File: config.mk
export PLATFORM = sky130hd
export DESIGN_NAME = timer_counter
export DESIGN_NICKNAME = d
export VERILOG_FILES = /design/src/rtl/timer_counter.sv
export SDC_FILE = /design/constraint.sdc
export NUM_CORES = 1
export LEC_CHECK = 0
export ABC_AREA = 1
export CAP_MARGIN = 0
export CORE_MARGIN = 1.5
export CORE_UTILIZATION = 54
export CTS_CLUSTER_DIAMETER = 30
export DETAILED_ROUTE_END_ITERATION = 7
export PLACE_DENSITY = 0.87
export SYNTH_ARGS = -nofsm -noshare
export SYNTH_HDL_FRONTEND = slang
export SYNTH_SLANG_ARGS = --single-unit
File: constraint.sdc
create_clock -name clk -period 3.1 [get_ports clk]
set_input_delay 0.62 -clock clk [delete_from_list [all_inputs] [get_ports clk]]
set_output_delay 0.62 -clock clk [all_outputs]
set_load 0.02 [all_outputs]
File: src/rtl/timer_counter.sv
// rtl/timer_counter.sv - free-running cycle counter, 1 us machine timer and 16-byte MMIO window
//
// Parameters:
//   FMAX_MHz   core clock in MHz; the prescaler divides by this to make a 1 us tick
//   BASE_ADDR  byte base of the 16-byte register window
// Ports:
//   clk, rst_n                      clock, synchronous active-low reset
//   cmd_start, cmd_write, addr,     request valid, 1 = write, word-aligned address,
//   wdata                           write data
//   cmd_ready                       high in IDLE, request accepted on cmd_start
//   rdata, rdata_valid              one-cycle response strobe (reads and writes)
//   reg_cycle                       free-running clock count
//   reg_time, reg_mtime             microsecond timer (reg_time mirrors reg_mtime)
//   reg_mtimecmp                    machine timer compare
// Map: +0x0 mtime lo, +0x4 mtime hi, +0x8 mtimecmp lo, +0xC mtimecmp hi.

module timer_counter #(
  parameter int          FMAX_MHz  = 27,
  parameter logic [31:0] BASE_ADDR = 32'hf000_0000
) (
  input  logic        clk,
  input  logic        rst_n,
  input  logic        cmd_start,
  input  logic        cmd_write,
  input  logic [31:0] addr,
  input  logic [31:0] wdata,
  output logic        cmd_ready,
  output logic [31:0] rdata,
  output logic        rdata_valid,
  output logic [63:0] reg_cycle,
  output logic [63:0] reg_time,
  output logic [63:0] reg_mtime,
  output logic [63:0] reg_mtimecmp
);

  localparam int            PW           = (FMAX_MHz > 1) ? $clog2(FMAX_MHz) : 1;
  localparam logic [PW-1:0] PRESCALE_MAX = PW'(FMAX_MHz - 1);

  typedef enum logic {IDLE, RESP} state_t;

  state_t        state_q;
  logic          cmd_ready_q;
  logic          rdata_valid_q;
  logic [31:0]   rdata_q;
  logic [63:0]   cycle_q,    cycle_d;
  logic [PW-1:0] prescale_q, prescale_d;
  logic [63:0]   mtime_q,    mtime_d;
  logic [63:0]   mtimecmp_q, mtimecmp_d;

  logic        tick;
  logic        accept;
  logic        in_window;
  logic        wr_mtime_lo, wr_mtime_hi, wr_cmp_lo, wr_cmp_hi;
  logic [31:0] rd_val;

  assign tick      = (prescale_q == PRESCALE_MAX);
  assign accept    = (state_q == IDLE) && cmd_start;
  // Misaligned addresses are treated as unmapped.
  assign in_window = (addr[31:4] == BASE_ADDR[31:4]) && (addr[1:0] == 2'b00);

  assign wr_mtime_lo = accept && cmd_write && in_window && (addr[3:2] == 2'd0);
  assign wr_mtime_hi = accept && cmd_write && in_window && (addr[3:2] == 2'd1);
  assign wr_cmp_lo   = accept && cmd_write && in_window && (addr[3:2] == 2'd2);
  assign wr_cmp_hi   = accept && cmd_write && in_window && (addr[3:2] == 2'd3);

  always_comb begin
    cycle_d    = cycle_q + 64'd1;
    prescale_d = tick ? '0 : prescale_q + 1'b1;

    // A write to either mtime half suppresses that tick entirely: the written
    // half takes wdata and the other half is left as-is, with no carry.
    mtime_d = mtime_q;
    if (wr_mtime_lo) begin
      mtime_d[31:0] = wdata;
    end else if (wr_mtime_hi) begin
      mtime_d[63:32] = wdata;
    end else if (tick) begin
      mtime_d = mtime_q + 64'd1;
    end

    mtimecmp_d = mtimecmp_q;
    if (wr_cmp_lo) begin
      mtimecmp_d[31:0] = wdata;
    end else if (wr_cmp_hi) begin
      mtimecmp_d[63:32] = wdata;
    end
  end

  always_comb begin
    rd_val = 32'h0;
    if (in_window) begin
      case (addr[3:2])
        2'd0:    rd_val = mtime_q[31:0];
        2'd1:    rd_val = mtime_q[63:32];
        2'd2:    rd_val = mtimecmp_q[31:0];
        default: rd_val = mtimecmp_q[63:32];
      endcase
    end
  end

  always_ff @(posedge clk) begin
    if (!rst_n) begin
      cycle_q    <= 64'd0;
      prescale_q <= '0;
      mtime_q    <= 64'd0;
      mtimecmp_q <= 64'hffff_ffff_ffff_ffff;
    end else begin
      cycle_q    <= cycle_d;
      prescale_q <= prescale_d;
      mtime_q    <= mtime_d;
      mtimecmp_q <= mtimecmp_d;
    end
  end

  // Request FSM: RESP lasts exactly one cycle, and cmd_start is not looked at
  // there, so nothing is queued behind an in-flight request.
  always_ff @(posedge clk) begin
    if (!rst_n) begin
      state_q       <= IDLE;
      cmd_ready_q   <= 1'b1;
      rdata_valid_q <= 1'b0;
      rdata_q       <= 32'h0;
    end else begin
      case (state_q)
        IDLE: begin
          if (cmd_start) begin
            state_q       <= RESP;
            cmd_ready_q   <= 1'b0;
            rdata_valid_q <= 1'b1;
            rdata_q       <= cmd_write ? 32'h0 : rd_val;
          end
        end
        default: begin
          state_q       <= IDLE;
          cmd_ready_q   <= 1'b1;
          rdata_valid_q <= 1'b0;
          rdata_q       <= 32'h0;
        end
      endcase
    end
  end

  assign cmd_ready    = cmd_ready_q;
  assign rdata        = rdata_q;
  assign rdata_valid  = rdata_valid_q;
  assign reg_cycle    = cycle_q;
  assign reg_mtime    = mtime_q;
  assign reg_time     = mtime_q;
  assign reg_mtimecmp = mtimecmp_q;

endmodule

==> results of run 1 <==
[power groups by stage]
stage	combinational [mW]	clock, mW	sequential, mW
floorplan	0.162	0	3.07
global placement	0.356	0	3.06
detailed placement	0.363	0	3.07
CTS	0.370	5.90	3.01
global route	0.397	6.05	3.01
finish	0.380	5.90	3.01
[final cells by class]
class	instances	area share (%)
multi-input combinational	1613	39.3
sequential	232	24.2
timing repair buffer	391	20.2
clock buffer	66	7.48
inverter	211	4.13
clock inverter	32	2.42
tap	330	2.16
[stage by stage]
| step | instance area (µm²) | total power, mW | setup WS [ns] | std cells |
|---|---|---|---|---|
| floorplan | 13800 | 3.23 | 1.08 | 2196 |
| global placement | 17300 | 3.42 | 0.192 | 2777 |
| detailed placement | 17300 | 3.43 | 0.108 | 2777 |
| CTS | 19200 | 9.28 | 0.470 | 2875 |
| global route | 19200 | 9.46 | 0.316 | 2875 |
| finish | 19200 | 9.29 | 0.442 | 2875 |
[flip-flops by register name, summed over array words and instances, names as in the netlist]
signal and cells:
reg_cycle 64, rdata_valid 1, reg_mtime 64, cmd_ready 1, rdata 32, prescale_q 5, reg_mtimecmp 64, state_q 1
[worst paths after layout]
path	end	slack, ns	cells past startpoint
setup / recovery	reg_mtime[44]	0.44	10
hold / removal	cmd_ready	0.42	4
setup reg to reg	reg_mtime[44]	0.44	10
hold reg to reg	rdata[2]	0.46	2
[critical path, cell delays in order (launching register included)]
cell	delay (ns)
dfxtp_1	0.50
ha_1	0.27
nand2_1	0.10
nor2_2	0.22
nand2_2	0.16
nor2_1	0.47
nand2_1	0.20
nor2_1	0.26
xor2_1	0.18
nand2_1	0.08
a21oi_1	0.14
[cells by family after synthesis]
kind of cell,share of synthesized area (%)
AO/OA/AOI/OAI,13.0
XOR/XNOR,2.79
adder cells (fa/ha/maj),0.362
buffers and inverters,11.9
flip-flops,33.6
AND/OR/NAND/NOR,38.2
[synth_stat cells, drive strengths merged (4+ instances only)]
cell type | number | area share [%]
o21a | 6 | 0.33
nor3b | 5 | 0.31
nand3b | 7 | 0.38
nor3 | 47 | 1.8
o2111ai | 30 | 1.9
o21ai | 60 | 2.2
ha | 4 | 0.36
nand3 | 65 | 2.5
nand4 | 41 | 1.9
clkbuf | 55 | 1.5
nand2 | 751 | 21
buf | 85 | 4.7
xor2 | 35 | 2.2
nor2 | 337 | 9.6
nor4 | 5 | 0.27
dfxtp | 232 | 34
xnor2 | 9 | 0.57
inv | 207 | 5.6
o211ai | 64 | 3.5
clkinv | 4 | 0.11
a21oi | 127 | 5.1
or2 | 15 | 0.68
[layer usage]
metal	up-vias	global-route usage, %	routed length (µm)
li1	7615	-	-
met5	-	0	16
met4	2	20.4	2870
met3	213	7.94	5430
met2	1046	69.7	26300
met1	7625	48.8	21600
==> results.py, run 1 <==
metrics = {
    "outcome": {
        "status": "complete, no violations",
    },
    "synthesis": {
        "syn-num-nets": 2268,
        "ys.flop_type": "dfxtp_1",
        "syn_avg_cell_area_um2": 6.29,
        "ys_types": 43,
        "synthCells": 2196,
        "ys_ff_latch": 232,
        "yosysSeqAreaShare_pct": 33.6,
        "synthArstFlopShare_pct": 0,
        "netlist_area_um2": 13800,
        "yosys_warnings": 0,
        "synth_edf_count": 0,
    },
    "pwr": {
        "ir_drop_v": 0.000615,
        "intPower_mw": 7.18,
        "p_per_area_nw_per_um2": 485,
        "power_frac_seq_pct": 32.4,
        "switching_share_pct": 22.8,
        "cellLeakagePower_nw": 7.62,
        "p_switching_mw": 2.12,
        "combPwrFrac_pct": 4.1,
        "clockPowerShare_pct": 63.5,
    },
    "clock_network": {
        "cts.sinks": 232,
        "post_cts.repair.setup_buffers": 0,
        "numCtsBuffers": 52,
        "cts_resized": 0,
        "clkLatencyLatePin_ns": 0.57,
        "cts_buffer_depth": 3,
        "h-tree-depth": 2,
        "cts_tree": "done",
        "root_buffer": "clkbuf_16",
        "cts_hold_buf": 0,
        "clk_pin_slew_ns": 0.05,
    },
    "final_layout": {
        "fillCellCount": 1984,
        "final_nets": 2573,
        "num_antenna_cells": 0,
        "mostFrequentLayoutCells": "737 x nand2_1, 356 x clkdlybuf4s50_1, 318 x nor2_1",
        "final_common_cell": "nand2_1",
        "drive_gt1_share_pct": 7.94,
        "multi_input_area_um2": 7540,
        "seqCellArea_um2": 4640,
        "syn_to_final_growth_pct": 38.7,
        "post-route-util_pct": 76.3,
    },
    "critical_path": {
        "cp_data_arrival_time_ns": 3.15,
        "endpoint_kind": "flip-flop",
        "cp.required_ns": 3.59,
        "startpoint": "reg_mtime[0]",
        "crit_type": "reg2reg",
        "startpoint_type": "flip-flop",
        "crit_fanout": 7,
        "r2r-start": "reg_mtime[0]",
    },
    "sta": {
        "worst_pin_slew_ns": 0.777,
        "fmax_mhz": 376,
        "rsz0062_at_grt": "no",
        "holdWs_ns": 0.416,
        "finalSetupViolCount": 0,
        "skew_ns": 0.0235,
        "period_needed_ns": 2.66,
        "slew_viol_final": 0,
        "hold_viol_final": 0,
        "relSlewSlack_pct": 48.2,
        "setup-tns-final_ns": 0,
        "post-route-period-util_pct": 85.8,
    },
    "global_route": {
        "grt-ovfl-total": 0,
        "grt_pass1_wl_mm": 84.9,
        "grt_max_degree": 141,
        "grt_pass1_vias": 15800,
        "antenna_found_initial": 1,
        "grt_use_total_pct": 40.8,
    },
    "place": {
        "portBuffers": 357,
        "dp_hpwl_mm": 40.5,
        "globalplace.congestion": 1.02,
    },
    "routing": {
        "via_per_inst": 5.74,
        "wl_per_cell_um": 19.6,
        "vias": 16500,
        "drc_errors": 0,
        "wl_mm": 56.3,
        "dr.first_iter.drc_count": 1883,
        "drtAntennaViolNets": 0,
        "dr.pass1.iters": 8,
    },
    "worst_hold_path": {
        "holdCritPathClass": "in2reg",
        "worstHoldStart": "rst_n",
    },
    "die": {
        "initial_core_util_pct": 55.0,
        "dieHeight_um": 163,
        "coreArea_um2": 25100,
        "die-area_um2": 26500,
        "boundaryPins": 358,
        "rows": 58,
        "die_x_um": 163,
    },
    "job": {
        "cap_violations": 0,
    },
}
Note: power is estimated with default switching activity, not from simulation.
==> run 2, diff against run 1 <==
--- a/config.mk
+++ b/config.mk
@@ -8,10 +8,12 @@
 export ABC_AREA = 1
 export CAP_MARGIN = 0
 export CORE_MARGIN = 1.5
-export CORE_UTILIZATION = 54
+export CORE_UTILIZATION = 65
 export CTS_CLUSTER_DIAMETER = 30
 export DETAILED_ROUTE_END_ITERATION = 7
-export PLACE_DENSITY = 0.87
+export DONT_BUFFER_PORTS = 1
+export PLACE_DENSITY = 0.81
+export SKIP_CTS_REPAIR_TIMING = 1
 export SYNTH_ARGS = -nofsm -noshare
 export SYNTH_HDL_FRONTEND = slang
 export SYNTH_SLANG_ARGS = --single-unit
==> results.py, run 2 (synthesis results as in run 1) <==
metrics = {
    "global_route": {
        "grt_use_total_pct": 45.6,
        "grt_max_degree": 142,
        "grt_pass1_wl_mm": 78.3,
        "grt_pass1_vias": 14300,
        "grt-ovfl-total": 0,
        "antenna_found_initial": 1,
    },
    "sta": {
        "rsz0062_at_grt": "no",
        "skew_ns": 0.0219,
        "fmax_mhz": 388,
        "finalSetupViolCount": 0,
        "hold_viol_final": 0,
        "period_needed_ns": 2.58,
        "slew_viol_final": 0,
        "worst_pin_slew_ns": 0.732,
        "post-route-period-util_pct": 83.1,
        "relSlewSlack_pct": 51.2,
        "setup-tns-final_ns": 0,
        "setup_slack_ns": 0.524,
    },
    "worst_hold_path": {
        "holdCritPathClass": "in2reg",
    },
    "final_layout": {
        "fillCellCount": 1667,
        "mostFrequentLayoutCells": "737 x nand2_1, 318 x nor2_1, 232 x dfxtp_1",
        "instances_no_fill": 2499,
        "num_antenna_cells": 0,
        "finish.instance_area_um2": 15600,
        "final_nets": 2256,
        "syn_to_final_growth_pct": 13.0,
        "drive_gt1_share_pct": 10.7,
        "final_common_cell": "nand2_1",
    },
    "routing": {
        "wl_per_cell_um": 20.7,
        "vias": 15300,
        "via_per_inst": 6.10,
        "dr.first_iter.drc_count": 1505,
        "wl_mm": 51.7,
        "dr.pass1.iters": 6,
        "drc_errors": 0,
        "drtAntennaViolNets": 0,
    },
    "critical_path": {
        "cp.required_ns": 3.58,
        "cpMostUsedCell": "nand2_1",
        "cpPeakStageDelay_ns": 0.42,
        "startpoint_type": "flip-flop",
        "crit_chain": "buf_4 > nand2_1 > nor2_1 > nand2_1 > nor2_1 > nand2_1 > inv_1 > nand2_1 > xor2_1 > nand2_1 > a21oi_1",
        "endpoint_kind": "flip-flop",
        "crit_type": "reg2reg",
        "cp_data_arrival_time_ns": 3.05,
        "cpMaxStageDelayCell": "dfxtp_1",
        "crit_fanout": 4,
    },
    "clock_network": {
        "cts_buffer_depth": 3,
        "root_buffer": "clkbuf_16",
        "cts_tree": "done",
        "h-tree-depth": 2,
        "numCtsBuffers": 49,
        "cts.sinks": 232,
        "clk_pin_slew_ns": 0.05,
        "clkLatencyLatePin_ns": 0.56,
    },
    "place": {
        "dpl_cell_area_um2": 13900,
        "globalplace.congestion": 1.02,
        "dp_hpwl_mm": 36.8,
        "dpl_worst_slack_ns": 0.521,
        "placedCellCount": 2408,
        "portBuffers": 0,
    },
    "job": {
        "cap_violations": 0,
    },
    "pwr": {
        "p_switching_mw": 1.93,
        "power.total_mw": 8.61,
        "p_per_area_nw_per_um2": 551,
        "cellLeakagePower_nw": 6.45,
        "intPower_mw": 6.67,
        "combPwrFrac_pct": 2.6,
        "power_frac_seq_pct": 35.0,
        "clockPowerShare_pct": 62.4,
        "ir_drop_v": 0.000488,
        "switching_share_pct": 22.5,
    },
    "die": {
        "dieHeight_um": 149,
        "die_x_um": 149,
        "rows": 53,
        "boundaryPins": 358,
        "initial_core_util_pct": 65.9,
        "die-area_um2": 22100,
        "coreArea_um2": 21000,
    },
    "outcome": {
        "status": "complete, no violations",
    },
}
run 2: cell count changes in the layout (fill, tap and decap cells not counted), moves of 2 or more:
| cell | previous run | this run |
|---|---|---|
| clkdlybuf4s50_1 | 356 | 0 |
| buf_4 | 31 | 76 |
| clkinv_2 | 6 | 14 |
| clkinv_4 | 8 | 1 |
| buf_12 | 4 | 1 |
| clkbuf_16 | 52 | 49 |
| bufinv_16 | 9 | 7 |
| clkbuf_8 | 8 | 6 |
run 2: layout make-up:
type                            instances  area (µm²)  area share [%]
Clock buffer                           61        1330            8.53
Clock inverter                         30         369            2.36
Inverter                              211         792            5.07
Multi-Input combinational cell       1613        7540            48.3
Sequential cell                       232        4640            29.8
Tap cell                              275         344            2.20
Timing Repair Buffer                   77         591            3.78
run 2: through the flow:
| step | utilization, % | hold slack [ns] |
|---|---|---|
| 5_1_grt | 74.5 | 0.217 |
| 2_1_floorplan | - | 0.430 |
| 4_1_cts | 74.5 | 0.183 |
| 3_3_place_gp | 66.4 | 0.446 |
| 3_5_place_dp | 66.4 | 0.458 |
| 6_report | 74.5 | 0.209 |
run 2: metal layers:
metal / track usage [%] / wire length (µm)
met1: 54.0 / 18700
met4: 25.2 / 3140
met5: 1.36 / 37
met3: 12.9 / 6530
met2: 74.2 / 23200
run 2: power groups by stage:
stage	sequential (mW)	clock, mW	combinational, mW
global placement	3.07	0	0.200
global route	3.01	5.50	0.235
detailed placement	3.07	0	0.205
floorplan	3.07	0	0.162
CTS	3.02	5.36	0.210
finish	3.02	5.37	0.220
run 2: worst paths after layout:
check | depth (start not counted) | slack [ns] | from | endpoint
setup / recovery | 11 | 0.52 | reg_mtime[12] | reg_mtime[46]
hold / removal | 2 | 0.21 | rst_n | reg_cycle[44]
setup reg to reg | 11 | 0.52 | reg_mtime[12] | reg_mtime[46]
hold reg to reg | 1 | 0.47 | prescale_q[0] | prescale_q[0]
run 2: critical path, delay by kind of cell (launching register included):
family,cells,cell delay (ns)
flip-flops,1,0.42
AO/OA/AOI/OAI,1,0.15
AND/OR/NAND/NOR,7,1.34
buffers and inverters,2,0.39
XOR/XNOR,1,0.17
==> RTL edit: new RTL, flow settings as in run 1 <==
`FMAX_MHz`: 27 -> 54.
--- a/src/rtl/timer_counter.sv
+++ b/src/rtl/timer_counter.sv
@@ -15,7 +15,7 @@
 // Map: +0x0 mtime lo, +0x4 mtime hi, +0x8 mtimecmp lo, +0xC mtimecmp hi.
 
 module timer_counter #(
-  parameter int          FMAX_MHz  = 27,
+  parameter int          FMAX_MHz  = 54,
   parameter logic [31:0] BASE_ADDR = 32'hf000_0000
 ) (
   input  logic        clk,
Check against the original RTL: no difference found for any inputs over 4 cycles, from zero or initial values and one cycle with rst_n low; that may be too few to reach the edited logic, so the function may still have changed.
==> RTL edit against run 1 <==
Maximum frequency about the same; die area decreased by 0.66%; worst setup slack about the same; sequential cell count increased by 1; final area about the same; routed wire length increased by 1.8%; global-route usage increased by 1.3 points; combinational power about the same; synthesized area decreased by 0.67%; total power increased by 2.8%; critical path type is now register to output pin; critical endpoint is now reg_time[48].
==> RTL edit: results (changes against run 1) <==
- Register area: 4660 sq um (+0.43%)
- Most frequent cells after synthesis: nand2_1 (749), nor2_1 (329), dfxtp_1 (233)
- Number of global-route vias before repair: 16,000 (+0.82%)
- Largest net degree at the start of global routing: 151 (+7.1%)
- Worst R2R Path Depth: 11 (+1)
- Vias: 16,900 (+2.4%)
- First-pass GRT wire length: 87,000 um (+2.4%)
- Initial antenna violation count: 2 (+1)
- Synth top area cells: dfxtp_1 (34%), nand2_1 (20%), nor2_1 (9.0%)
- Critical Path Sink Type: output pin
- Crit Path Max Fanout: 8 (+1)
- Routed len/inst: 19.9 um (+1.5%)
- Worst-Skew Late Latency: 0.57 ns (about the same)
- Netlist cell types: 40 (-7.0%)
- Reg2reg start: reg_mtime[1]$_SDFFE_PN0P_
- Crit-path max cell delay: 0.77 ns (+0.27 ns)
- Max Fclk: 376 MHz (about the same)
- Post-DP HPWL: 41,600 um (+2.7%)
- Status: completed
- Clk_skew: 0.0286 ns (+0.00507 ns)
- Complex-gate fraction of the synthesized area: 13.1% (+0.11 points)
- VDD IR max: 641 uV (+4.4%)
- Worst Hold End: rdata[1]$_SDFFE_PP0P_
- Syn_area_per_cell: 6.22 sq um (-1.0%)
- Hold path startpoint: rdata[1]$_SDFFE_PP0P_
- # nets final: 2,583 (+0.39%)
- Pleak: 7.81 nW (+2.5%)
- Post-DP Area: 17,200 sq um (-0.40%)
- Hold Path Class: register to register
- Seq/Total Area, Yosys: 34.0% (+0.37 points)
- Number of DRC markers in iteration 0: 2,085 (+11%)
- CTS buffer count: 53 (+1.9%)
- CP arrival: 2.04 ns (-1.11 ns)
- GP Congestion: 0.955 (-6.0%)
- Final non-filler cell total: 2,885 (+0.35%)
- Total GRT Usage: 42.1% (+1.3 points)
- Max-slew headroom: 52.5% (+4.3 points)
- Register-to-register setup slack: 0.56 ns (+0.12 ns)
- Hold_ws: 0.463 ns (+0.0478 ns)
- Share of cells above drive strength 1: 6.66% (-1.3 points)
- Inst Count DP: 2,786 (+0.32%)
- Ys flop type: dfxtp_1
- Net Count, Synth: 2,276 (+0.35%)
- CP max stage cell: clkdlybuf4s50_1
- Port Buffers: 357 (unchanged)
- Worst setup endpoint: reg_time[48]
- Crit. Startpoint: reg_mtime[48]$_SDFFE_PN0P_
- Filler Cells Inserted: 1,848 (-6.9%)
- XOR/XNOR share of the synthesized area: 2.36% (-0.43 points)
- Worst R2R End: reg_mtime[58]$_SDFFE_PN0P_
- Hold path depth: 2 (-2)
- Resize count post-CTS: 0 (unchanged)
- Adder-Cell Fraction of Synth Area: 0.365% (+0.0024 points)
- Placement Setup Slack: 0.0635 ns (-0.0447 ns)
## RTL edit: layout make-up
class                   count  area share [%]
diodes                      2          0.0261
flip-flops and latches    233            24.4
repair buffers            393            20.2
multi-input cells        1620            38.9
inverters                 210            4.12
clock buffers              59            7.26
well taps                 330            2.16
clock inverters            38            2.97
## RTL edit: report_power, final
part	switching (mW)	internal [mW]	leakage (nW)	total (mW)
sequential	0.00953	3.01	1.88	3.02
combinational	0.240	0.140	4.98	0.380
clock	1.91	4.24	0.942	6.15
## RTL edit: cell families after synthesis
family	after synthesis
compound gates	300
xor+xnor	37
fa+ha+maj	4
buf+inv	351
flops	233
simple gates	1279
## RTL edit: per-layer routing
layer | part of all wire (%) | vias to the layer above | wire [um] | GRT usage, %
li1 | - | 7653 | - | -
met1 | 37 | 7721 | 21000 | 49.7
met2 | 47 | 1248 | 26900 | 71.0
met3 | 11 | 279 | 6140 | 8.71
met4 | 5.8 | 0 | 3330 | 24.4
met5 | 0 | - | 0 | 0
